File: src/rtl/pipeline_pkg.sv
// pipeline_pkg: fetch-stage state encoding, reset/step defaults and the IF/ID bubble encoding.
package pipeline_pkg;
    typedef enum logic [1:0] {START, REQ, HOLD, DISCARD} fetch_state_e;
    localparam logic [31:0] RESET_PC_DEFAULT = 32'h0;
    localparam logic [31:0] PC_STEP_DEFAULT  = 32'd4;
    localparam logic [31:0] BUBBLE_INSTR     = 32'h0;
    localparam logic        BUBBLE_VALID     = 1'b0;
endpackage

File: src/rtl/if_id_reg.sv
// if_id_reg: IF/ID pipeline register; squash beats hold, hold beats load, otherwise a bubble.
module if_id_reg
    import pipeline_pkg::*;
#(
    parameter int ADDR_W  = 32,
    parameter int INSTR_W = 32
) (
    input  logic               clk,
    input  logic               reset,
    input  logic               squash,
    input  logic               hold,
    input  logic               load,
    input  logic [INSTR_W-1:0] instr_in,
    input  logic [ADDR_W-1:0]  pc4_in,
    output logic [INSTR_W-1:0] instr,
    output logic [ADDR_W-1:0]  pc4,
    output logic               valid
);
    logic [INSTR_W-1:0] instr_q, instr_d;
    logic [ADDR_W-1:0]  pc4_q, pc4_d;
    logic               valid_q, valid_d, take;

    // bubbles only clear valid; the payload keeps its stale value
    always_comb begin
        take    = !squash && !hold && load;
        instr_d = take ? instr_in : instr_q;
        pc4_d   = take ? pc4_in : pc4_q;
        valid_d = !squash && (hold ? valid_q : load);
    end

    always_ff @(posedge clk or posedge reset) begin
        if (reset) begin
            instr_q <= INSTR_W'(BUBBLE_INSTR);
            pc4_q   <= '0;
            valid_q <= BUBBLE_VALID;
        end else begin
            instr_q <= instr_d;
            pc4_q   <= pc4_d;
            valid_q <= valid_d;
        end
    end

    assign instr = instr_q;
    assign pc4   = pc4_q;
    assign valid = valid_q;
endmodule

File: src/rtl/fetch_stage.sv
// fetch_stage: owns the PC, runs the imem request/ready handshake and feeds the IF/ID register.
module fetch_stage
    import pipeline_pkg::*;
#(
    parameter int                ADDR_W   = 32,
    parameter int                INSTR_W  = 32,
    parameter logic [ADDR_W-1:0] RESET_PC = ADDR_W'(RESET_PC_DEFAULT),
    parameter logic [ADDR_W-1:0] PC_STEP  = ADDR_W'(PC_STEP_DEFAULT)
) (
    input  logic               clk,
    input  logic               reset,
    input  logic               write_PC,
    input  logic               write_IFID,
    input  logic               branch_taken,
    input  logic [ADDR_W-1:0]  branch_target,
    output logic               imem_req,
    output logic [ADDR_W-1:0]  imem_addr,
    input  logic               imem_ready,
    input  logic [INSTR_W-1:0] imem_rdata,
    output logic [INSTR_W-1:0] ifid_instr,
    output logic [ADDR_W-1:0]  ifid_pc4,
    output logic               ifid_valid
);
    fetch_state_e       state_q, state_d;
    logic [ADDR_W-1:0]  pc_q, pc_d, tgt_q, tgt_d, pc_next;
    logic [INSTR_W-1:0] buf_q, buf_d;
    logic               req_q, req_d, advance, got_rsp, fresh, load, redirect, discard_done;

    always_ff @(posedge clk or posedge reset) begin
        if (reset) begin
            state_q <= START;
            pc_q    <= RESET_PC;
            tgt_q   <= '0;
            buf_q   <= '0;
            req_q   <= 1'b0;
        end else begin
            state_q <= state_d;
            pc_q    <= pc_d;
            tgt_q   <= tgt_d;
            buf_q   <= buf_d;
            req_q   <= req_d;
        end
    end

    always_comb begin
        state_d = state_q;
        case (state_q)
            START:   state_d = REQ;
            REQ:     state_d = imem_ready ? ((branch_taken || advance) ? REQ : HOLD)
                                          : (branch_taken ? DISCARD : REQ);
            HOLD:    state_d = (branch_taken || advance) ? REQ : HOLD;
            DISCARD: state_d = imem_ready ? REQ : DISCARD;
            default: state_d = START;
        endcase
    end

    // imem_addr is pc_q itself, so it cannot move until the PC is allowed to update
    always_comb begin
        advance      = write_PC && write_IFID;
        pc_next      = pc_q + PC_STEP;
        got_rsp      = (state_q == REQ) && imem_ready;
        discard_done = (state_q == DISCARD) && imem_ready;
        fresh        = !branch_taken && (got_rsp || state_q == HOLD);
        load         = fresh && advance;
        redirect     = branch_taken && (got_rsp || state_q == HOLD || discard_done);
        pc_d         = redirect ? branch_target : discard_done ? tgt_q : load ? pc_next : pc_q;
        tgt_d        = (branch_taken && (state_q == DISCARD || (state_q == REQ && !imem_ready)))
                       ? branch_target : tgt_q;
        buf_d        = got_rsp ? imem_rdata : buf_q;
        req_d        = (state_d == REQ) || (state_d == DISCARD);
    end

    assign imem_req  = req_q;
    assign imem_addr = pc_q;

    if_id_reg #(.ADDR_W(ADDR_W), .INSTR_W(INSTR_W)) u_ifid (
        .clk      (clk),
        .reset    (reset),
        .squash   (branch_taken),
        .hold     (!write_IFID),
        .load     (load),
        .instr_in (state_q == HOLD ? buf_q : imem_rdata),
        .pc4_in   (pc_next),
        .instr    (ifid_instr),
        .pc4      (ifid_pc4),
        .valid    (ifid_valid)
    );
endmodule

File: config.mk
export PLATFORM = sky130hd
export DESIGN_NAME = fetch_stage
export DESIGN_NICKNAME = d
export VERILOG_FILES = /design/src/rtl/pipeline_pkg.sv /design/src/rtl/if_id_reg.sv /design/src/rtl/fetch_stage.sv
export SDC_FILE = /design/constraint.sdc
export NUM_CORES = 1
export LEC_CHECK = 0
export ABC_AREA = 1
export CAP_MARGIN = 5
export CORE_MARGIN = 4
export CORE_UTILIZATION = 45
export CTS_CLUSTER_SIZE = 16
export DETAILED_ROUTE_END_ITERATION = 10
export PLACE_DENSITY = 0.73
export SYNTH_ARGS = -nofsm -noshare
export SYNTH_HDL_FRONTEND = slang
export SYNTH_SLANG_ARGS = --single-unit
File: constraint.sdc
create_clock -name clk -period 7.23 [get_ports clk]
set_input_delay 1.0845 -clock clk [delete_from_list [all_inputs] [get_ports clk]]
set_output_delay 1.0845 -clock clk [all_outputs]
set_load 0.05 [all_outputs]
==> run metrics, run 1 <==
status finished clean; fin util about three fifths; Max-Cap Viols 0; Post-CTS Hold Fix Bufs 0; CP Class flop to flop; number of vias per cell between 4 and 5; power per cell area ~400 mW/mm^2; clk sinks roughly 160; CP cell instances inv_2 -> nor2_4 -> inv_2 -> nand2_1 -> nand2_2 -> nand2_2 -> nor2_4 -> inv_1 -> nand3_1 -> o21ai_0; 1st-pass router iterations 5; Worst Path Max Fanout a little under 60; CP max stage delay 0.93 ns; Tot GR Track Use between 20 and 25%; pin count of the biggest net entering global routing approximately 100; nets@finish ~1300; Top delay family on crit path simple AND/OR/NAND/NOR gates; first-pass GRT wire length about 35000 um; CTS root buffer clkbuf_16; initial core utilization between 40% and 50%; EDFF count, synth 0; Worst Clk Skew 0.00849 ns; HPWL after detailed placement 15000 um; number of global-route vias before repair between 6000 and 7000; clk slew on worst S/H paths ~0.060 ns; CP startpoint kind flop; Avg Inst Size Synth about 7.4 um^2; FMAX 262 MHz; WP buf/inv 3; Fill cells ~1600; Clk Latency, worst-skew pair approximately 0.43 ns; most area-consuming cells after synthesis dfrtp_1 (51%), nand2_1 (23%), o21ai_0 (6.8%); Port-buffer cells 167; RSZ-0062 raised after global routing false; CP arrival about 4.1 ns; sequential fraction of the synthesis area about half; CP max-delay cell nor2_4; Async SR Flop Fraction 100%; Yosys reg bits roughly 160; Slew Limit Fails 0; TritonCTS clock tree built; final worst-path cycle share 52.8%; CORE AREA about 0.017 mm^2; Vias roughly 7000; drt wl/cell 14.5 um; commonest cells in the netlist nand2_1 (486), dfrtp_1 (163), inv_1 (108), o21ai_0 (108), nor2_1 (38); H-Tree Level Count 4; Max IR drop VDD 228 uV; Leak 5.20 nW; Layout area overhead 29.3%; Die Area 0.0198 mm^2; Detail Route Antenna Nets 0; Chip Height 141 um; I/O Pins about 170; Setup Buffers After CTS 0; Clock Path Buffers 2; headroom to the max-slew limit a little under a quarter; gpl congestion approximately 0.90; worst endpoint required time roughly 7.5 ns; Overflow after GRT 0; ant diodes 0; Initial DRC Count ~550; cell row count 48; Hold Path Class flop to flop; initial antenna violation count 0; cts bufs inserted 17; Netlist cell types 25; Synth area leader dfrtp_1; Die X 141 um; Post-CTS Resized 0; Layout Cells excl Fill 1451; YS warnings 0; Routed WL roughly 21000 um; syn nets roughly 1100; final worst path period need approximately 3.8 ns; dpl cells 1420; Hold Violations, Final 0; Netlist Area Pre-Place between 0.007 and 0.008 mm^2; drc violations 0; final setup violation count 0; top_reg_cell synth dfrtp_1; post-synth top area share between 50% and 60%; crit end category flop; most common cell in the netlist nand2_1; setup TNS 0 ns; synthesized instance count ~1100; Slew @ Worst Pin roughly 1.2 ns; layout cells sized above 1 4.08%
==> cells in the final DEF (no fill, tap or decap), types with 3 or more instances in the layout <==
master and n:
a21oi_1 26, and2_1 3, buf_4 5, clkbuf_16 17, clkdlybuf4s50_1 167, clkinv_2 6, dfrtp_1 163, inv_1 107
inv_2 4, nand2_1 486, nand2_2 3, nand3_1 17, nand3b_1 7, nor2_1 38, nor2_2 3, nor2_4 4
o211ai_1 6, o21ai_0 108, o21ai_1 27, xnor2_1 5, xor2_1 10
==> tightest hold or removal path: stages, from the launching register on <==
cell	delay (ns)
dfrtp_1	0.34
nand2_1	0.06
nand2_1	0.05
==> kinds of logic (layout without fill, tap and decap cells) <==
kind of cell / Yosys count / after routing / share of synthesized area, %
AO/OA/AOI/OAI: 170 / 170 / 11.0
XOR/XNOR: 15 / 15 / 1.65
adder cells (fa/ha/maj): 1 / 1 / 0.158
buffers and inverters: 163 / 316 / 8.00
flip-flops: 163 / 163 / 51.4
AND/OR/NAND/NOR: 561 / 561 / 27.8
==> area by class of cell <==
type	instances	area, um^2	area share, %
sequential	163	4080	39.7
multi-input combinational	747	3230	31.4
timing repair buffer	172	1710	16.6
clock buffer	21	460	4.48
inverter	113	429	4.18
tap	225	282	2.74
clock inverter	10	83.8	0.816
==> metrics by stage <==
stage / hold WS (ns) / cell area [um^2] / setup WS (ns) / total power, W
floorplan: 0.448 / 7940 / 1.74 / 0.00254
global placement: 0.455 / 9730 / 3.13 / 0.00317
detailed placement: 0.463 / 9730 / 3.06 / 0.00319
CTS: 0.478 / 10300 / 3.37 / 0.00404
global route: 0.495 / 10300 / 3.00 / 0.00424
finish: 0.476 / 10300 / 3.41 / 0.00403
==> power by group <==
| group | switching [W] | internal, W |
|---|---|---|
| Clock | 0.000361 | 0.000487 |
| Combinational | 0.00119 | 0.000567 |
| Sequential | 0.000241 | 0.00118 |
| Total | 0.00179 | 0.00224 |
==> state kept, by name, summed over array words and instances (netlist names) <==
register / flops
tgt_q: 32
imem_addr: 32
state_q: 2
u_ifid.instr: 32
buf_q: 32
u_ifid.pc4: 32
u_ifid.valid: 1
==> layer usage <==
layer	GRT usage [%]	vias up	part of all wire, %
met5	0	-	0
met4	6.88	0	2.2
met3	5.56	33	7.7
met2	32.2	251	44
met1	31.5	3228	46
li1	-	3601	-
==> final timing paths <==
kind	start	endpoint	slack [ns]	cells after the start
max	state_q[1]$_DFF_PP0_	imem_addr[5]$_DFFE_PP0P_	3.41	10
min	u_ifid.pc4[3]$_DFFE_PP0P_	u_ifid.pc4[3]$_DFFE_PP0P_	0.48	2
max reg2reg	state_q[1]$_DFF_PP0_	imem_addr[5]$_DFFE_PP0P_	3.41	10
min reg2reg	u_ifid.pc4[3]$_DFFE_PP0P_	u_ifid.pc4[3]$_DFFE_PP0P_	0.48	2
max in group asynchronous	reset	tgt_q[20]$_DFFE_PP0P_	4.63	3
min in group asynchronous	reset	u_ifid.instr[20]$_DFFE_PP0P_	1.23	2
No activity file was read; power rests on OpenSTA's default activity.
==> run 2, diff against run 1 <==
==> constraint.sdc (replaced) <==
create_clock -name clk -period 3.96 [get_ports clk]
set_input_delay 0.594 -clock clk [delete_from_list [all_inputs] [get_ports clk]]
set_output_delay 0.594 -clock clk [all_outputs]
set_load 0.05 [all_outputs]
==> run 2 against run 1 <==
Net effect: utilization is 0.85 points higher; setup slack worse by 1.9 ns; power is 87% higher.
==> run metrics, run 2 (synthesis gave the netlist of run 1 again) <==
clk slew on worst S/H paths around 0.060 ns; status finished clean; Clock Path Buffers 2; layout cells sized above 1 4.94%; Post-CTS Hold Fix Bufs 0; CP Class input port to flop; Chip Height about 140 um; Overflow after GRT 0; Slew Limit Fails 0; TritonCTS clock tree built; Worst Path Max Fanout 100; Port-buffer cells 167; cell row count 48; number of vias per cell between 4 and 5; cts bufs inserted 17; final worst path period need roughly 2.5 ns; ant diodes 0; pin count of the biggest net entering global routing between 150 and 200; Hold Path Class flop to flop; CP startpoint kind input port; power per cell area ~720 mW/mm^2; drt wl/cell 14.4 um; combinational share of power between 40% and 50%; H-Tree Level Count 4; Detail Route Antenna Nets 0; DP Area about 0.01 mm^2; setup TNS 0 ns; FMAX a little over 400 MHz; crit end category flop; Slew @ Worst Pin approximately 0.96 ns; Setup Buffers After CTS 0; worst endpoint required time 4.31 ns; Leak between 5 and 6 nW; Post-CTS Resized 0; Net Sw Frac 44.1%; initial core utilization ~46%; Pint between 0.004 and 0.005 W; CORE AREA about 0.017 mm^2; Initial DRC Count about 560; Routed WL between 20000 and 25000 um; final worst-path cycle share between 60% and 70%; first-pass GRT wire length approximately 34000 um; final setup violation count 0; Tot GR Track Use between 20% and 30%; Layout area overhead 31.2%; Hold Violations, Final 0; Vias ~7000; RSZ-0062 raised after global routing false; P_sw approximately 0.0033 W; Die Area 0.0198 mm^2; initial antenna violation count 0; nets@finish around 1300; design area around 0.010 mm^2; number of global-route vias before repair between 6000 and 7000; Worst Clk Skew 0.00981 ns; Storage cell area 0.00408 mm^2; most common cell after layout, fill and taps aside nand2_1; CTS root buffer clkbuf_16; HPWL after detailed placement around 15000 um; gpl congestion between 0.9 and 1; drc violations 0; sequential share of power 34.3%; CP arrival between 2 and 3 ns; clk sinks 163; Fill cells between 1500 and 2000; part of the power in the clock network ~23%; 1st-pass router iterations 5; area of the multi-input gates 0.00323 mm^2; headroom to the max-slew limit a little over a third; I/O Pins ~170; Die X around 140 um; Clk Latency, worst-skew pair ~0.43 ns; Max IR drop VDD between 500 and 600 uV; most frequent cells in the layout nand2_1 (486), clkdlybuf4s50_1 (167), dfrtp_1 (163); Max-Cap Viols 0
## run 2: cell count changes in the layout (fill, tap and decap cells not counted)
cell        before  now
clkinv_2         6    0
inv_8            0    2
clkinvlp_4       2    5
clkbuf_8         2    0
inv_6            2    5
bufinv_16        1    3
buf_4            5   12
buf_12           0    1
clkbuf_1         2    0
clkinv_4         0    1
## run 2: worst max-delay path: stages
cell	delay, ns
clkdlybuf4s50_1	0.44
nand2_2	0.13
nor2_4	0.06
o21ai_2	0.18
nor2_4	0.03
buf_4	0.23
inv_2	0.07
buf_4	0.69
nand2_1	0.15
nand2_1	0.12
## run 2: per-layer routing
metal  GRT usage (%)  wire (um)  vias to the layer above
met5               0          0                        -
met4            6.02        359                        0
met3            5.94       1450                       22
met2            32.4       9500                      211
met1            30.7       9750                     3147
li1                -          -                     3615
## run 2: through the flow
stage | total power [W] | hold WS (ns) | cells | setup slack (ns) | util, %
CTS | 0.00759 | 0.476 | 1460 | 1.52 | 60.2
global route | 0.00795 | 0.504 | 1460 | 1.35 | 60.2
global placement | 0.00578 | 0.461 | 1428 | 1.16 | 56.6
detailed placement | 0.00583 | 0.461 | 1428 | 1.10 | 56.6
floorplan | 0.00465 | 0.448 | 1073 | 1.30 | -
finish | 0.00755 | 0.471 | 1460 | 1.50 | 60.2
## run 2: area by class of cell
class                   count  area share, %
flip-flops and latches    163           39.2
well taps                 225           2.70
clock buffers              17           4.08
clock inverters            15           1.87
multi-input cells         747           31.0
inverters                 113           4.11
repair buffers            180           17.1
## run 2: path summary, 6_finish.rpt
kind / from / to / slack [ns] / depth (start not counted)
max in group asynchronous: reset / tgt_q[26]$_DFFE_PP0P_ / 2.49 / 3
worst min register to register: u_ifid.pc4[7]$_DFFE_PP0P_ / u_ifid.pc4[7]$_DFFE_PP0P_ / 0.47 / 2
worst max register to register: state_q[0]$_DFF_PP0_ / u_ifid.pc4[29]$_DFFE_PP0P_ / 1.65 / 9
worst max-delay path: imem_ready / u_ifid.pc4[29]$_DFFE_PP0P_ / 1.50 / 10
worst min-delay path: u_ifid.pc4[7]$_DFFE_PP0P_ / u_ifid.pc4[7]$_DFFE_PP0P_ / 0.47 / 2
min in group asynchronous: reset / u_ifid.instr[23]$_DFFE_PP0P_ / 0.75 / 3
## run 2: power groups by stage
| stage | combinational, W | sequential [W] | clock (W) |
|---|---|---|---|
| 3_3_place_gp | 0.00318 | 0.00261 | 0 |
| 4_1_cts | 0.00323 | 0.00259 | 0.00177 |
| 2_1_floorplan | 0.000880 | 0.00377 | 0 |
| 5_1_grt | 0.00344 | 0.00267 | 0.00185 |
| 6_report | 0.00322 | 0.00259 | 0.00174 |
| 3_5_place_dp | 0.00322 | 0.00261 | 0 |
==> run 3, diff against run 2 <==
--- a/config.mk
+++ b/config.mk
@@ -11,7 +11,7 @@
 export CORE_UTILIZATION = 45
 export CTS_CLUSTER_SIZE = 16
 export DETAILED_ROUTE_END_ITERATION = 10
-export PLACE_DENSITY = 0.73
+export PLACE_DENSITY = 0.76
 export SYNTH_ARGS = -nofsm -noshare
 export SYNTH_HDL_FRONTEND = slang
 export SYNTH_SLANG_ARGS = --single-unit
==> constraint.sdc (replaced) <==
create_clock -name clk -period 2 [get_ports clk]
set_input_delay 0.3 -clock clk [delete_from_list [all_inputs] [get_ports clk]]
set_output_delay 0.3 -clock clk [all_outputs]
set_load 0.05 [all_outputs]
==> run 3 against run 2 <==
Net effect: critical path depth fell by 9; die area did not move; critical path type is now flop to output port; first-iteration DRC count rose by 19%; clock power rose by 100%; clock skew fell by 0.0021 ns; clock-buffer cell count rose by 1; utilization rose by 1.2 points; via count rose by 3.5%; combinational power rose by 100%; cell area rose by 2.0%; sequential power rose by 97%.
==> run metrics, run 3 (synthesis gave the netlist of run 1 again) <==
Chip Height ~140 um; first-pass GRT wire length between 30000 and 40000 um; grt met2 use 32.5%; worst endpoint required time about 1.7 ns; headroom to the max-slew limit 62.5%; Post-CTS Resized 23; RSZ-0062 raised after global routing true; CP arrival 1.63 ns; GR Util met1 around a third; Top delay family on crit path buffers and inverters; fin util 61.4%; pin count of the biggest net entering global routing 65; Worst Path Max Fanout 2; Max-Cap Viols 0; worst reg2reg setup slack around 0.14 ns; Hold Violations, Final 0; Detail Route Antenna Nets 0; most frequent cells in the layout nand2_1 (486), dfrtp_1 (163), clkdlybuf4s50_1 (137); GRT busiest layer met1; final setup violation count 0; CP startpoint kind flop; CP max stage delay ~0.84 ns; TritonCTS clock tree built; gpl congestion slightly above 0.9; CP cell instances clkdlybuf4s50_1; final worst path period need between 1.5 and 2 ns; drt wl/cell approximately 15 um; Die X approximately 140 um; Overflow after GRT 0; design area roughly 0.011 mm^2; Port-buffer cells ~170; CP Class flop to output port; Slew @ Worst Pin 0.560 ns; Clk Latency, worst-skew pair between 0.4 and 0.5 ns; Setup Buffers After CTS 0; cts bufs inserted 17; nets@finish 1310; layout cells sized above 1 7.03%; power per cell area around 1400 mW/mm^2; HPWL after detailed placement about 16000 um; FMAX 519 MHz; 1st-pass router iterations 5; clk slew on worst S/H paths about 0.07 ns; grt met3 use 4.51%; status finished clean; Slew Limit Fails 0; most common cell after layout, fill and taps aside nand2_1; CORE AREA between 0.015 and 0.02 mm^2; crit end category output port; CTS root buffer clkbuf_16; Max IR drop VDD 700 uV; Hold Path Class input port to asynchronous set/reset pin; setup TNS 0 ns; Tot GR Track Use between 20% and 30%; Post-CTS Hold Fix Bufs 0; H-Tree Level Count 4; DP Area between 0.009 and 0.01 mm^2; Clock Path Buffers 2; initial antenna violation count 1; number of vias per cell around 4.9; number of global-route vias before repair a little under 7000; Initial DRC Count between 600 and 700; I/O Pins ~170; Worst Clk Skew between 0.007 and 0.008 ns; CP max-delay cell clkdlybuf4s50_1; drc violations 0; clk sinks 163; cell row count 48; Die Area between 0.015 and 0.02 mm^2; Layout area overhead 33.8%; Leak between 5 and 6 nW; Vias around 7200; WP buf/inv 1; Routed WL 21700 um; initial core utilization between 40% and 50%; final worst-path cycle share 96.3%
==> run 3: cell types whose count changed in the layout (fill, tap and decap cells not counted), moves of 2 or more <==
cell             delta
xor2_1              -3
xor2_2              +3
clkinvlp_4          -2
clkinv_2            +2
buf_12              +7
dlygate4sd2_1      +23
clkdlybuf4s50_1    -30
buf_4              +17
==> run 3: final timing paths <==
| path | startpoint | end | cells past startpoint |
|---|---|---|---|
| max | u_ifid.pc4[0]$_DFFE_PP0P_ | ifid_pc4[0] | 1 |
| min | reset | u_ifid.instr[20]$_DFFE_PP0P_ | 2 |
| max reg2reg | imem_addr[2]$_DFFE_PP0P_ | imem_addr[29]$_DFFE_PP0P_ | 12 |
| min reg2reg | u_ifid.pc4[3]$_DFFE_PP0P_ | u_ifid.pc4[3]$_DFFE_PP0P_ | 2 |
| max in group asynchronous | reset | tgt_q[16]$_DFFE_PP0P_ | 3 |
| min in group clk | imem_rdata[20] | buf_q[20]$_DFFE_PP0P_ | 3 |
==> run 3: cell type report <==
| cell class | count | area [um^2] |
|---|---|---|
| diodes | 1 | 2.50 |
| clock buffers | 18 | 429 |
| clock inverters | 14 | 200 |
| fillers | 1546 | 6670 |
| inverters | 113 | 428 |
| multi-input cells | 747 | 3260 |
| flip-flops and latches | 163 | 4080 |
| well taps | 225 | 282 |
| repair buffers | 197 | 1950 |
==> run 3: power breakdown <==
part           internal (W)  switching [W]
combinational       0.00204        0.00441
sequential          0.00428       0.000816
clock               0.00211        0.00137
==> run 3: through the flow <==
step	total power, W	instances	hold WS [ns]	worst slack [ns]
after global placement	0.0116	1445	0.457	0.121
after detailed placement	0.0117	1445	0.460	0.102
after floorplan	0.00920	1073	0.421	-0.371
after global routing	0.0158	1478	0.264	-0.0479
after CTS	0.0151	1477	0.236	0.0501
final	0.0150	1478	0.237	0.0737
==> run 3: metal layers <==
layer  wire (um)  vias up
met5           0        -
met4         641        0
met3        1590       47
met2        9440      257
met1        9980     3292
li1            -     3643
